<file path="src/rtl/keypad_scanner_if.sv">
// Keypad pin and key-queue signal bundle shared by the scanner and its consumer.
// The slave modport is the scanner side; master is the board/driver side.
interface keypad_scanner_if;
    logic [3:0] row_n;
    logic [3:0] col_n;
    logic       key_available;
    logic [3:0] key;
    logic       pull_key;
    logic       overflow;
    logic       clear_overflow;

    modport master (
        input  row_n,
        input  key_available,
        input  key,
        input  overflow,
        output col_n,
        output pull_key,
        output clear_overflow
    );

    modport slave (
        output row_n,
        output key_available,
        output key,
        output overflow,
        input  col_n,
        input  pull_key,
        input  clear_overflow
    );
endinterface

</file>
<file path="src/rtl/keypad_scanner.sv">
// 4x4 hex keypad scanner: row drive, column synchronizer, press/release debounce and a
// show-ahead FIFO of key codes with a sticky overflow flag.
module keypad_scanner #(
    parameter int unsigned SETTLE   = 4,
    parameter int unsigned DEBOUNCE = 16,
    parameter int unsigned DEPTH    = 8
) (
    input logic             working_clock,
    input logic             reset,
    keypad_scanner_if.slave bus
);
    localparam int unsigned AW  = $clog2(DEPTH);
    localparam int unsigned PW  = AW + 1;
    localparam int unsigned SCW = (SETTLE > 1) ? $clog2(SETTLE) : 1;
    localparam int unsigned DCW = $clog2(DEBOUNCE);

    localparam logic [SCW-1:0] SettleLast = SCW'(SETTLE - 1);
    localparam logic [DCW-1:0] DebLast    = DCW'(DEBOUNCE - 1);

    localparam logic [1:0] StScan     = 2'd0;
    localparam logic [1:0] StDebounce = 2'd1;
    localparam logic [1:0] StHeld     = 2'd2;

    logic [3:0]     meta_q, cs_q;
    logic [1:0]     state_q, state_d;
    logic [1:0]     row_q, row_d;
    logic [SCW-1:0] settle_q, settle_d;
    logic [DCW-1:0] deb_q, deb_d;
    logic [3:0]     pat_q, pat_d;
    logic [3:0]     code_q, code_d;
    logic           push;

    logic [3:0]     low;
    logic           one_low;
    logic [1:0]     col_idx;

    logic [3:0]     mem_q [DEPTH];
    logic [PW-1:0]  wr_ptr_q, rd_ptr_q;
    logic           empty, full, pop, do_push, ovf_set;
    logic           overflow_q, overflow_d;

    // col_n is asynchronous; everything downstream only looks at cs_q.
    always_ff @(posedge working_clock or negedge reset) begin
        if (!reset) begin
            meta_q <= 4'hF;
            cs_q   <= 4'hF;
        end else begin
            meta_q <= bus.col_n;
            cs_q   <= meta_q;
        end
    end

    assign low     = ~cs_q;
    assign one_low = (low != 4'h0) && ((low & (low - 4'd1)) == 4'h0);

    always_comb begin
        col_idx = 2'd0;
        for (int i = 3; i >= 0; i--) begin
            if (low[i]) begin
                col_idx = 2'(i);
            end
        end
    end

    always_comb begin
        state_d  = state_q;
        row_d    = row_q;
        settle_d = settle_q;
        deb_d    = deb_q;
        pat_d    = pat_q;
        code_d   = code_q;
        push     = 1'b0;
        case (state_q)
            StScan: begin
                if (settle_q == SettleLast) begin
                    settle_d = '0;
                    if (one_low) begin
                        pat_d   = cs_q;
                        code_d  = {row_q, col_idx};
                        deb_d   = '0;
                        state_d = StDebounce;
                    end else begin
                        // Idle row or ghosted multi-key: move on.
                        row_d = row_q + 2'd1;
                    end
                end else begin
                    settle_d = settle_q + SCW'(1);
                end
            end
            StDebounce: begin
                if (cs_q == pat_q) begin
                    if (deb_q == DebLast) begin
                        push    = 1'b1;
                        deb_d   = '0;
                        state_d = StHeld;
                    end else begin
                        deb_d = deb_q + DCW'(1);
                    end
                end else begin
                    deb_d    = '0;
                    row_d    = row_q + 2'd1;
                    settle_d = '0;
                    state_d  = StScan;
                end
            end
            StHeld: begin
                // Row stays driven until the key has been released long enough.
                if (cs_q == 4'hF) begin
                    if (deb_q == DebLast) begin
                        deb_d    = '0;
                        row_d    = row_q + 2'd1;
                        settle_d = '0;
                        state_d  = StScan;
                    end else begin
                        deb_d = deb_q + DCW'(1);
                    end
                end else begin
                    deb_d = '0;
                end
            end
            default: begin
                state_d  = StScan;
                settle_d = '0;
                deb_d    = '0;
            end
        endcase
    end

    always_ff @(posedge working_clock or negedge reset) begin
        if (!reset) begin
            state_q  <= StScan;
            row_q    <= 2'd0;
            settle_q <= '0;
            deb_q    <= '0;
            pat_q    <= 4'hF;
            code_q   <= 4'h0;
        end else begin
            state_q  <= state_d;
            row_q    <= row_d;
            settle_q <= settle_d;
            deb_q    <= deb_d;
            pat_q    <= pat_d;
            code_q   <= code_d;
        end
    end

    assign empty = (wr_ptr_q == rd_ptr_q);
    assign full  = (wr_ptr_q[AW] != rd_ptr_q[AW]) && (wr_ptr_q[AW-1:0] == rd_ptr_q[AW-1:0]);
    assign pop   = bus.pull_key && !empty;
    // A pop frees the slot in the same edge, so a full FIFO still accepts the push.
    assign do_push = push && (!full || pop);
    assign ovf_set = push && full && !pop;

    always_comb begin
        overflow_d = overflow_q;
        if (ovf_set) begin
            overflow_d = 1'b1;
        end else if (bus.clear_overflow) begin
            overflow_d = 1'b0;
        end
    end

    always_ff @(posedge working_clock or negedge reset) begin
        if (!reset) begin
            for (int i = 0; i < int'(DEPTH); i++) begin
                mem_q[i] <= 4'h0;
            end
        end else if (do_push) begin
            mem_q[wr_ptr_q[AW-1:0]] <= code_q;
        end
    end

    always_ff @(posedge working_clock or negedge reset) begin
        if (!reset) begin
            wr_ptr_q   <= '0;
            rd_ptr_q   <= '0;
            overflow_q <= 1'b0;
        end else begin
            if (do_push) begin
                wr_ptr_q <= wr_ptr_q + PW'(1);
            end
            if (pop) begin
                rd_ptr_q <= rd_ptr_q + PW'(1);
            end
            overflow_q <= overflow_d;
        end
    end

    assign bus.row_n         = ~(4'b0001 << row_q);
    assign bus.key           = mem_q[rd_ptr_q[AW-1:0]];
    assign bus.key_available = !empty;
    assign bus.overflow      = overflow_q;
endmodule
</file>
<file path="src/flat_wrapper.sv">
// flat-port wrapper written by rule: the top's interface ports become plain ports
module keypad_scanner_flat 
#(
    parameter int unsigned SETTLE   = 4,
    parameter int unsigned DEBOUNCE = 16,
    parameter int unsigned DEPTH    = 8
)
  (working_clock, reset, bus_row_n, bus_key_available, bus_key, bus_overflow, bus_col_n, bus_pull_key, bus_clear_overflow);
  keypad_scanner_if bus_i ();
  input logic working_clock;
  input logic reset;
  output wire logic [$bits(bus_i.row_n)-1:0] bus_row_n;
  output wire logic [$bits(bus_i.key_available)-1:0] bus_key_available;
  output wire logic [$bits(bus_i.key)-1:0] bus_key;
  output wire logic [$bits(bus_i.overflow)-1:0] bus_overflow;
  input wire logic [$bits(bus_i.col_n)-1:0] bus_col_n;
  input wire logic [$bits(bus_i.pull_key)-1:0] bus_pull_key;
  input wire logic [$bits(bus_i.clear_overflow)-1:0] bus_clear_overflow;
  assign bus_row_n = bus_i.row_n;
  assign bus_key_available = bus_i.key_available;
  assign bus_key = bus_i.key;
  assign bus_overflow = bus_i.overflow;
  assign bus_i.col_n = bus_col_n;
  assign bus_i.pull_key = bus_pull_key;
  assign bus_i.clear_overflow = bus_clear_overflow;
  keypad_scanner #(.SETTLE(SETTLE), .DEBOUNCE(DEBOUNCE), .DEPTH(DEPTH)) u_core (.working_clock(working_clock), .reset(reset), .bus(bus_i));
endmodule
</file>
<file path="config.mk">
export PLATFORM = sky130hd
export DESIGN_NAME = keypad_scanner_flat
export DESIGN_NICKNAME = d
export VERILOG_FILES = /design/src/rtl/keypad_scanner_if.sv /design/src/rtl/keypad_scanner.sv /design/src/flat_wrapper.sv
export SDC_FILE = /design/constraint.sdc
export NUM_CORES = 1
export LEC_CHECK = 0
export BUFFER_PORTS_ARGS = -buffer_cell sky130_fd_sc_hd__buf_4
export CELL_PAD_IN_SITES_DETAIL_PLACEMENT = 1
export CELL_PAD_IN_SITES_GLOBAL_PLACEMENT = 1
export CORE_MARGIN = 4
export CORE_UTILIZATION = 45
export CTS_CLUSTER_DIAMETER = 80
export CTS_CLUSTER_SIZE = 24
export DETAILED_ROUTE_END_ITERATION = 10
export GPL_ROUTABILITY_DRIVEN = 0
export HOLD_SLACK_MARGIN = 0.06
export PLACE_DENSITY = 0.84
export SETUP_SLACK_MARGIN = 0.02
export SLEW_MARGIN = 30
export SYNTH_ARGS = -nofsm -noshare
export SYNTH_HDL_FRONTEND = slang
export SYNTH_SLANG_ARGS = --single-unit
</file>
<file path="constraint.sdc">
create_clock -name working_clock -period 3.9 [get_ports working_clock]
set_input_delay 0.585 -clock working_clock [delete_from_list [all_inputs] [get_ports working_clock]]
set_output_delay 0.585 -clock working_clock [all_outputs]
set_load 0.03 [all_outputs]
</file>
Word-level counts from Yosys, hierarchy flattened. Cells that the tools add are included. Widths: inputs -> output; s select.

Shift-type cells: 1. Reduce and logical (&&, ||, !) cells: 21. Bitwise operators: 5. Multiplexer cells: 37. Equality and inequality tests: 16. $add $sub $neg: 6. $lt $le $gt $ge: 3.

Operator list (count): $mux 2 (17); $bwmux 32 (1); $mux 4 (8); $pmux 2 s3 (3); $add 4x1->4 const B (3); $bmux 4 s3 (1); $demux 4 s3 (1); $pmux 4 s3 (1); $eq 4x4->1 (2); $eq 4x4->1 const B (2); $ge 4x4->1 const B (2); $ne 2x1->1 const B (4); $not 3->4 (2); $not 4->4 (2); $logic_and 1x1->1 (7); $reduce_and 3->1 (2); $reduce_and 6->1 (1); $mux 1 (5); $reduce_and 5->1 (1); $add 2x1->2 const B (2); $and 4x4->4 (1); $eq 2x2->1 const B (2); $logic_not 4->1 (1); $lt 4x1->1 const B (1); 14 further kinds (17).

Logic and storage cells: 108. Flip-flop bits (word level): 67. Output and inout bits: 10.

Depth between registers and ports, before layout.
Word-level depth: 8. Mapped depth: 7. Depth with buffers taken out: 6.

Worst setup path before layout. No wires, ideal clock.

Path type: reg2reg. From: register u_core.cs_q[2]. To: register u_core.mem_q[12] in the netlist's numbering. Clock period less this slack: 2105 ps. Arrival: 1977 ps. Buffers on the path: 2. Required time: 3772 ps. Stages on the path, launching flop included: 8. Path slack: 1795 ps. Setup time: 128 ps. Path through: dfstp_2 buf_2 xnor2_1 nand3_1 a2111oi_4 buf_6 and4bb_2 mux2_1.

Longest elaborated chain between the ends: 4.

Ends and longest elaborated chain: start: declaration (line keypad_scanner.sv:24) `logic [3:0] meta_q, cs_q;`; start signal: assignment (line keypad_scanner.sv:49) `cs_q <= meta_q;`; $eq 4x4->1 (line keypad_scanner.sv:91) `if (cs_q == pat_q) begin`; $mux 1 (line keypad_scanner.sv:91); $mux 1 (line keypad_scanner.sv:73) `case (state_q)`; $logic_and 1x1->1 (line keypad_scanner.sv:151) `assign do_push = push && (!full || pop);`; end signal: indexed assignment (line keypad_scanner.sv:169) `mem_q[wr_ptr_q[AW-1:0]] <= code_q;`; end: declaration (line keypad_scanner.sv:37) `logic [3:0] mem_q [DEPTH];`.

Every way passes these cells. A chain may end at the register's enable or synchronous reset.

Worst setup path after layout.
From: register u_core.rd_ptr_q[1]. To: register u_core.mem_q[22] in the netlist's numbering.

Longest elaborated chain between the ends: 5.

Ends and longest elaborated chain: start: declaration (line keypad_scanner.sv:38) `logic [PW-1:0] wr_ptr_q, rd_ptr_q;`; start signal: assignment (line keypad_scanner.sv:183) `rd_ptr_q <= rd_ptr_q + PW'(1);`; $eq 4x4->1 or $eq 3x3->1 (tied branches) (line keypad_scanner.sv:147, keypad_scanner.sv:148); $logic_not 1->1 or $logic_and 1x1->1 (tied branches) (line keypad_scanner.sv:149, keypad_scanner.sv:148); $logic_and 1x1->1 or $logic_not 1->1 (tied branches) (line keypad_scanner.sv:149, keypad_scanner.sv:151); $logic_or 1x1->1 * (line keypad_scanner.sv:151); $logic_and 1x1->1 * (line keypad_scanner.sv:151).

Every way passes the cells marked *; elsewhere a longest branch is shown, timed or not.

==> results.toml <==
[status]
outcome = "complete, no violations"

[clock_network]
cts_repair_resize_count = 0
tritoncts_clock_tree = "yes"
cts_buf_count = 9
cts_hold_buf = 0
clockRootBuffer = "clkbuf_8"
cts.htree.levels = 3
clk_latency_ns = 0.36
clock_tree.buffer_depth = 2
cts_setup_buffers = 0
cts.clk_slew.worst_paths_ns = 0.08
cts_sinks = 67

[die]
area_of_the_core_region_sq_mm = 0.00694
start_util = 0.471
total_die_area_sq_mm = 0.00870
die_h_microns = 93.3
std_cell_rows = 30
ioPinCount = 18
fp.dieW_microns = 93.3

[place]
dp_worst_setup_slack_ns = 1.22
dp_hpwl_mm = 4.53
buffer_ports.inserted = 17

[route]
routed_wire_length_mm = 6.58
drt_pre_antenna_iters = 4
detailroute.via_count = 1954
antenna_violating_nets_post_route = 0
drc = 0
drt-wirelength-per-cell_microns = 18.0
drt-vias-per-instance = 5.35
drt_iter0_drc = 59

[logic_synthesis]
synth-seq-area-share = 0.517
synth_area_per_cell_sq_um = 13.4
yosysWarnings = 0
netlist_instances = 245
synth_seq_cells = 67
synth.cell_area_sq_mm = 0.00327
syn-num-nets = 265
synth_cell_types = 43
synth_edf_count = 0
synth-async-reset-ratio = 1.00
synthFlopType = "dfrtp_1"

[finish]
n_antenna_cell = 0
layout-drive-gt1-share = 0.279
nNetsFinal = 284
fillerInstances = 728
flow.area_growth_from_synthesis_pct = 12.5

[setup_path]
setup.worst_path.class = "register to register"
start_kind = "register"
cp.arrival_ns = 2.95
required_ns = 4.14
cp-end-kind = "register"
worst-path-max-fanout = 12
worst_r2r_path_depth = 5

[sta]
grt_setup_unrepaired = "no"
final.hold.worst_slack_ns = 0.318
max_slew.worst_pin.slew_ns = 0.872
slew_viol_final = 0
post-route-period-util = 0.697
finalHoldViolCount = 0
setup_violations = 0
slew_headroom = 0.419
maxClockFrequency_mhz = 368
layout_setup_ws_ns = 1.18
setup_tns_ns = 0
timing.clock.skew_ns = 0.0105
min_period_ns = 2.72

[global_route]
global_route.overflow_total = 0
grt_max_degree = 68
grt_use_total = 0.176
initial_antenna_violation_count = 0
first_global_vias = 2171
grt_pass1_wl_mm = 11.4

[power]
power_per_cell_area_mw_per_mm2 = 571
ir_drop_mv = 0.220
leakagePower_nw = 1.68
p_total_mw = 2.10

[hold_path]
holdCritPathClass = "primary input to asynchronous set/reset pin"

[run]
maximum_capacitance_violations = 0
==> logic make-up after synthesis <==
group	after synthesis	share of synthesized area
AO/OA/AOI/OAI	23	0.0493
multiplexers	54	0.213
XOR/XNOR	16	0.0428
adder cells (fa/ha/maj)	12	0.0459
flip-flops	67	0.517
AND/OR/NAND/NOR	48	0.0952
buffers and inverters	25	0.0367
==> layout make-up <==
type / instances / area (sq um) / share of cell area
multi-input combinational: 153 / 1460 / 0.397
clock buffer: 11 / 141 / 0.0384
clock inverter: 5 / 77.6 / 0.0211
tap: 96 / 120 / 0.0326
timing repair buffer: 18 / 135 / 0.0367
inverter: 15 / 56.3 / 0.0153
sequential: 67 / 1690 / 0.459
==> placed cells by master, fill, tap and decap left out, drive strengths merged, types with 5 or more instances in the layout <==
cell type and instances:
clkbuf 11, o21ai 8, buf 18, mux2 46, nand3 5, mux4 8
dfstp 12, dfrtp 55, nor2 5, nand2 19, xnor2 14, ha 12
inv 15
==> synthesized netlist by cell type (3+ instances only) <==
cell / instances / area share
nand4_1: 3 / 0.0057
mux2_1: 33 / 0.11
ha_1: 12 / 0.046
mux2_2: 13 / 0.045
dfstp_2: 12 / 0.096
o22ai_1: 4 / 0.0076
nand2_1: 19 / 0.022
mux4_2: 8 / 0.055
nand3_1: 4 / 0.0061
o21ai_0: 6 / 0.0092
xnor2_1: 14 / 0.037
buf_2: 3 / 0.0046
buf_4: 4 / 0.0092
dfrtp_1: 55 / 0.42
nor2_1: 5 / 0.0057
a21oi_1: 4 / 0.0061
inv_1: 15 / 0.017
==> through the flow <==
step | utilization | cell area (sq um) | std cells
2_1_floorplan | - | 3270 | 245
6_report | 0.530 | 3680 | 365
3_3_place_gp | 0.499 | 3460 | 349
3_5_place_dp | 0.499 | 3460 | 349
5_1_grt | 0.530 | 3680 | 365
4_1_cts | 0.530 | 3680 | 365
==> report_power, final <==
part	switching, mW	internal [mW]
Clock	0.274	0.375
Sequential	0.131	0.794
Combinational	0.282	0.246
==> metal layers <==
layer,track usage,vias to the layer above,routed length [microns]
li1,-,904,-
met1,0.229,1012,3070
met2,0.273,26,3140
met3,0.0442,12,241
met4,0.0842,0,130
met5,0,-,0
==> worst max-delay path, cell delays in order (launching register included) <==
cell and delay [ns]:
dfrtp_1 0.65, xnor2_1 0.17, and3_4 0.22, a2111oi_4 0.77
and4bb_2 0.43, mux2_1 0.35
==> final timing paths <==
check | start | end | slack, ns
max reg2reg | u_core.rd_ptr_q[1] | u_core.mem_q[22] | 1.18
max | u_core.rd_ptr_q[1] | u_core.mem_q[22] | 1.18
min in group working_clock | bus_col_n[3] | u_core.meta_q[3] | 0.33
min | reset | u_core.deb_q[1] | 0.32
min reg2reg | u_core.meta_q[1] | u_core.cs_q[1] | 0.36
max in group asynchronous | reset | u_core.mem_q[25] | 3.04
==> sequential cells by signal (all words and copies together) (netlist names) <==
signal	flops
u_core.state_q	2
u_core.cs_q	4
u_core.row_q	2
u_core.code_q	4
u_core.wr_ptr_q	4
u_core.mem_q	32
u_core.pat_q	4
u_core.rd_ptr_q	4
u_core.settle_q	2
u_core.meta_q	4
u_core.bus.overflow	1
u_core.deb_q	4
Power figures use the tool's default switching activity.
